## src/rtl/aurora_tx_pkt_sched.sv

```systemverilog
`default_nettype none
// ============================================================================
// Module   : aurora_tx_pkt_sched
// Function : Frames FWFT ADC FIFO samples into header + payload packets for
//            the Aurora TX user interface, with link-health counters.
// Revision : 1.0 - initial release
// ============================================================================
module aurora_tx_pkt_sched #(
   parameter int          DATA_WD    = 128,
   parameter int          ADC_CNT_WD = 11,
   parameter int          HEAD_WD    = 64,
   parameter int          PKT_BEATS  = 256,
   parameter logic [15:0] HEAD_MAGIC = 16'h55AA
) (
   input  logic                  user_clk,
   input  logic                  cfg_rst,
   input  logic                  channel_up,
   input  logic                  adc_enable,
   output logic                  adc_fifo_rd,
   input  logic [DATA_WD-1:0]    adc_fifo_din,
   input  logic                  adc_fifo_empty,
   input  logic [ADC_CNT_WD-1:0] adc_fifo_data_cnt,
   output logic [DATA_WD-1:0]    m_axis_tdata,
   output logic                  m_axis_tvalid,
   output logic                  m_axis_tlast,
   input  logic                  m_axis_tready,
   output logic [15:0]           pkt_sop_cnt,
   output logic [15:0]           pkt_eop_cnt,
   output logic [15:0]           pkt_abort_cnt,
   output logic                  busy
);

   typedef enum logic [1:0] {
      S_IDLE = 2'd0,
      S_HEAD = 2'd1,
      S_DATA = 2'd2,
      S_GAP  = 2'd3
   } state_t;

   localparam logic [ADC_CNT_WD-1:0] c_PKT_CNT   = ADC_CNT_WD'(PKT_BEATS);
   localparam logic [ADC_CNT_WD-1:0] c_LAST_BEAT = ADC_CNT_WD'(PKT_BEATS - 1);
   localparam logic [15:0]           c_PKT_LEN   = 16'(PKT_BEATS);

   state_t                  r_state;
   logic [15:0]             r_seq;
   logic [ADC_CNT_WD-1:0]   r_beat_cnt;
   logic [15:0]             r_sop_cnt;
   logic [15:0]             r_eop_cnt;
   logic [15:0]             r_abort_cnt;

   logic                    w_start;
   logic                    w_data_vld;
   logic                    w_hs;
   logic                    w_last;
   logic [DATA_WD-1:0]      w_head;

   always_comb begin
      w_head                = '0;
      w_head[HEAD_WD-1:0]   = HEAD_WD'({HEAD_MAGIC, r_seq, c_PKT_LEN, 16'h0000});
   end

   assign w_start    = adc_enable & channel_up & (adc_fifo_data_cnt >= c_PKT_CNT);
   assign w_data_vld = (r_state == S_DATA) & ~adc_fifo_empty;
   assign w_last     = (r_beat_cnt == c_LAST_BEAT);
   assign w_hs       = m_axis_tvalid & m_axis_tready;

   // Payload is a straight pass-through of the FWFT head; pop only on handshake.
   assign m_axis_tvalid = (r_state == S_HEAD) | w_data_vld;
   assign m_axis_tlast  = (r_state == S_DATA) & w_last;
   assign m_axis_tdata  = (r_state == S_HEAD) ? w_head :
                          (r_state == S_DATA) ? adc_fifo_din : '0;
   assign adc_fifo_rd   = w_data_vld & m_axis_tready;

   assign busy          = (r_state != S_IDLE);
   assign pkt_sop_cnt   = r_sop_cnt;
   assign pkt_eop_cnt   = r_eop_cnt;
   assign pkt_abort_cnt = r_abort_cnt;

   always_ff @(posedge user_clk) begin
      if (cfg_rst) begin
         r_state     <= S_IDLE;
         r_seq       <= '0;
         r_beat_cnt  <= '0;
         r_sop_cnt   <= '0;
         r_eop_cnt   <= '0;
         r_abort_cnt <= '0;
      end else begin
         case (r_state)
            S_IDLE: begin
               if (w_start) r_state <= S_HEAD;
            end
            S_HEAD: begin
               if (!channel_up) begin
                  r_state     <= S_IDLE;
                  r_abort_cnt <= r_abort_cnt + 16'd1;
                  r_seq       <= r_seq + 16'd1;
               end else if (w_hs) begin
                  r_state    <= S_DATA;
                  r_sop_cnt  <= r_sop_cnt + 16'd1;
                  r_beat_cnt <= '0;
               end
            end
            S_DATA: begin
               // Link loss takes priority over any beat completing this cycle.
               if (!channel_up) begin
                  r_state     <= S_IDLE;
                  r_abort_cnt <= r_abort_cnt + 16'd1;
                  r_seq       <= r_seq + 16'd1;
               end else if (w_hs) begin
                  r_beat_cnt <= r_beat_cnt + 1'b1;
                  if (w_last) begin
                     r_state   <= S_GAP;
                     r_eop_cnt <= r_eop_cnt + 16'd1;
                     r_seq     <= r_seq + 16'd1;
                  end
               end
            end
            S_GAP: begin
               r_state <= S_IDLE;
            end
            default: begin
               r_state <= S_IDLE;
            end
         endcase
      end
   end

endmodule
`default_nettype wire

```

## config.mk

```make
export PLATFORM = sky130hd
export DESIGN_NAME = aurora_tx_pkt_sched
export DESIGN_NICKNAME = d
export VERILOG_FILES = /design/src/rtl/aurora_tx_pkt_sched.sv
export SDC_FILE = /design/constraint.sdc
export NUM_CORES = 1
export LEC_CHECK = 0
export ABC_AREA = 1
export CORE_MARGIN = 5
export CORE_UTILIZATION = 42
export DETAILED_ROUTE_END_ITERATION = 8
export GPL_TIMING_DRIVEN = 0
export PLACE_DENSITY = 0.95
export SYNTH_ARGS = -nofsm -noshare
export SYNTH_HDL_FRONTEND = slang
export SYNTH_SLANG_ARGS = --single-unit
```

## constraint.sdc

```tcl
create_clock -name user_clk -period 4.03 [get_ports user_clk]
set_input_delay 0.403 -clock user_clk [delete_from_list [all_inputs] [get_ports user_clk]]
set_output_delay 0.403 -clock user_clk [all_outputs]
set_load 0.005 [all_outputs]
```

==> key figures <==
Clock network
  • Clock-pin slew on the worst setup and hold paths: 0.06 ns
  • Post-CTS Repair Setup Buffers: 0
  • Clk root buf: clkbuf_16
  • Hold-fix buffers, CTS: 0
  • Worst-skew pair later-pin latency: 0.34 ns
  • CTS Buf Count: 9
  • Post-CTS sizing: 0
  • Number of H-tree levels: 3
  • Max Root-Sink Buffers: 2
  • Clock sinks: 77
  • CTS tree: done

Synthesis
  • Synth Warn #: 0
  • Post-synth net total: 1,100
  • Ys async rst share: 0%
  • Post-synth top area share: 27.45%
  • Distinct cells, synth: 40
  • Synth area leader: dfxtp_1
  • Most frequent cell after synthesis: nand2_1
  • Post-synth top cells: nand2_1 (302), nor2_1 (194), dfxtp_1 (77)
  • Synth Area per Inst: 5.936 µm²
  • Cell count after synthesis: 946
  • Top FF cell, synth: dfxtp_1
  • Post-synth EDFFs: 0
  • Mapped Area: 0.005615 mm²
  • Top cells by area, synth: dfxtp_1 (27%), nand2_1 (20%), nor2_1 (13%), nand3_1 (4.9%), inv_1 (4.9%)
  • Sequential cell area fraction in the yosys report: 27.45%
  • Post-synthesis register bit count: 77

Critical path
  • Crit path kind: flip-flop to output pin
  • Crit path DAT: 2.98 ns
  • Max FO, Critical Path: 10
  • Crit start category: flip-flop
  • Worst Path Required: 3.63 ns
  • Worst Setup End Kind: output pin

Die
  • Core area: 0.01319 mm²
  • Chip Height: 125.6 µm
  • DIE AREA: 0.01578 mm²
  • Ports: 325
  • Initial Util: 42.57%
  • Rows: 42
  • Die X: 125.6 µm

STA
  • Max-slew violations: 0
  • Setup TNS Final: 0 ns
  • Worst setup slack after layout: 0.6499 ns
  • Fmax: 295.8 MHz
  • Clk_skew: 0.01244 ns
  • Max-slew headroom: 49.99%
  • RSZ-0062 raised after global routing: no
  • Final setup viols: 0
  • Part of the cycle the worst path needs: 83.87%
  • Slew @ Worst Pin: 0.7501 ns
  • Final Hold Violating Endpoints: 0
  • Fin crit period: 3.380 ns

Detailed routing
  • Wire per inst: 16.85 µm
  • Via/cell ratio: 5.084
  • 1st-pass router iterations: 5
  • Via count: 7,387
  • Starting DRT DRC Count: 664
  • DRC Markers: 0
  • Final WL: 24,480 µm
  • Routed Antenna Nets: 0

Hold path
  • HP Class: flip-flop to flip-flop

Place
  • Cells after DPL: 1,437
  • Pre-CTS WS: 1.066 ns
  • IO Port Bufs: 315
  • RD Place Congestion: 0.9984
  • Post-DP HPWL: 20,300 µm

GRT
  • Number of global-route vias before repair: 7,004
  • Largest net degree at the start of global routing: 15
  • Gr ovfl total: 0
  • Global Route Usage Sum: 29.36%
  • First-pass GRT wire length: 37,450 µm
  • Initial antenna violation count: 0

Pwr
  • Final Total Pwr: 3.973 mW
  • Pwr per Cell Area: 427.6 mW/mm²
  • LEAKAGE: 3.583 nW
  • VDD IR max: 0.2356 mV

Cells and area
  • Share of cells above drive strength 1: 6.656%
  • Number of diodes: 0
  • Final cell count without fillers: 1,453
  • Syn-to-layout area delta: 65.44%
  • Nets: 1,426

Job
  • Max cap viols: 0

Status
  • Outcome: completed
[stage by stage]
step                      instance area (µm²)  hold slack (ns)  util (%)
final                                    9290           0.4851     70.43
after global routing                     9290           0.5061     70.43
after CTS                                9290           0.4835     70.43
after detailed placement                 8989           0.4752     68.15
after global placement                   8989           0.4668     68.15
after floorplan                          5615           0.4567         -
[cell usage in the layout (no fill, tap or decap), drive strengths merged, types with 2 or more instances in the layout]
cell type / netlist / final
buf: 14 / 14
nor3b: 2 / 2
clkdlybuf4s50: 0 / 315
nor2: 203 / 203
a21oi: 56 / 56
dfxtp: 77 / 77
o21ai: 38 / 38
nand3: 58 / 58
clkinv: 0 / 3
nor3: 11 / 11
xor2: 19 / 19
o21bai: 3 / 3
xnor2: 7 / 7
a211oi: 2 / 2
nand3b: 4 / 4
clkbuf: 30 / 40
inv: 77 / 78
ha: 9 / 9
nand2: 324 / 324
nand4: 8 / 8
[layout make-up]
type,count,area (µm²)
sequential,77,1541
tap,176,220.2
clock inverter,6,72.57
buffer,44,219.0
multi-input combinational,748,3563
fill,1039,3900
clock buffer,10,229.0
inverter,77,291.5
timing repair buffer,315,3153
[registers in the layout, indices dropped and copies added (netlist names)]
register,flops
r_beat_cnt,11
pkt_eop_cnt,16
r_state,2
pkt_abort_cnt,16
r_seq,16
pkt_sop_cnt,16
[routing by layer]
| layer | track usage (%) | part of all wire [%] |
|---|---|---|
| met1 | 35.35 | 39 |
| met2 | 51.48 | 49 |
| met3 | 7.324 | 9.8 |
| met4 | 9.120 | 3.0 |
| met5 | 0 | 0 |
[logic make-up after synthesis]
| logic type | synth area share [%] |
|---|---|
| AND/OR/NAND/NOR | 47.04 |
| adder cells (fa/ha/maj) | 2.005 |
| XOR/XNOR | 4.055 |
| flip-flops | 27.45 |
| AO/OA/AOI/OAI | 10.36 |
| buffers and inverters | 9.091 |
[where the power goes]
part	switching [mW]	internal [mW]
Sequential	0.0355	0.793
Clock	0.337	0.485
Combinational	1.29	1.03
Total	1.66	2.31
[final timing paths]
check | from | endpoint | slack (ns) | cells past startpoint
hold / removal | r_seq[15] | r_seq[15] | 0.49 | 2
hold reg to reg | r_seq[15] | r_seq[15] | 0.49 | 2
setup / recovery | r_state[0] | m_axis_tdata[5] | 0.65 | 8
setup reg to reg | r_state[0] | pkt_abort_cnt[9] | 2.06 | 10
[critical path, cell delays in order, from the launching register on]
cell	delay, ns
dfxtp_1	0.33
inv_1	0.11
ha_1	0.15
buf_4	0.17
clkbuf_1	0.44
clkbuf_1	0.52
nand2_1	0.24
nor2_1	0.15
clkdlybuf4s50_1	0.54
No activity file was read; power rests on OpenSTA's default activity.
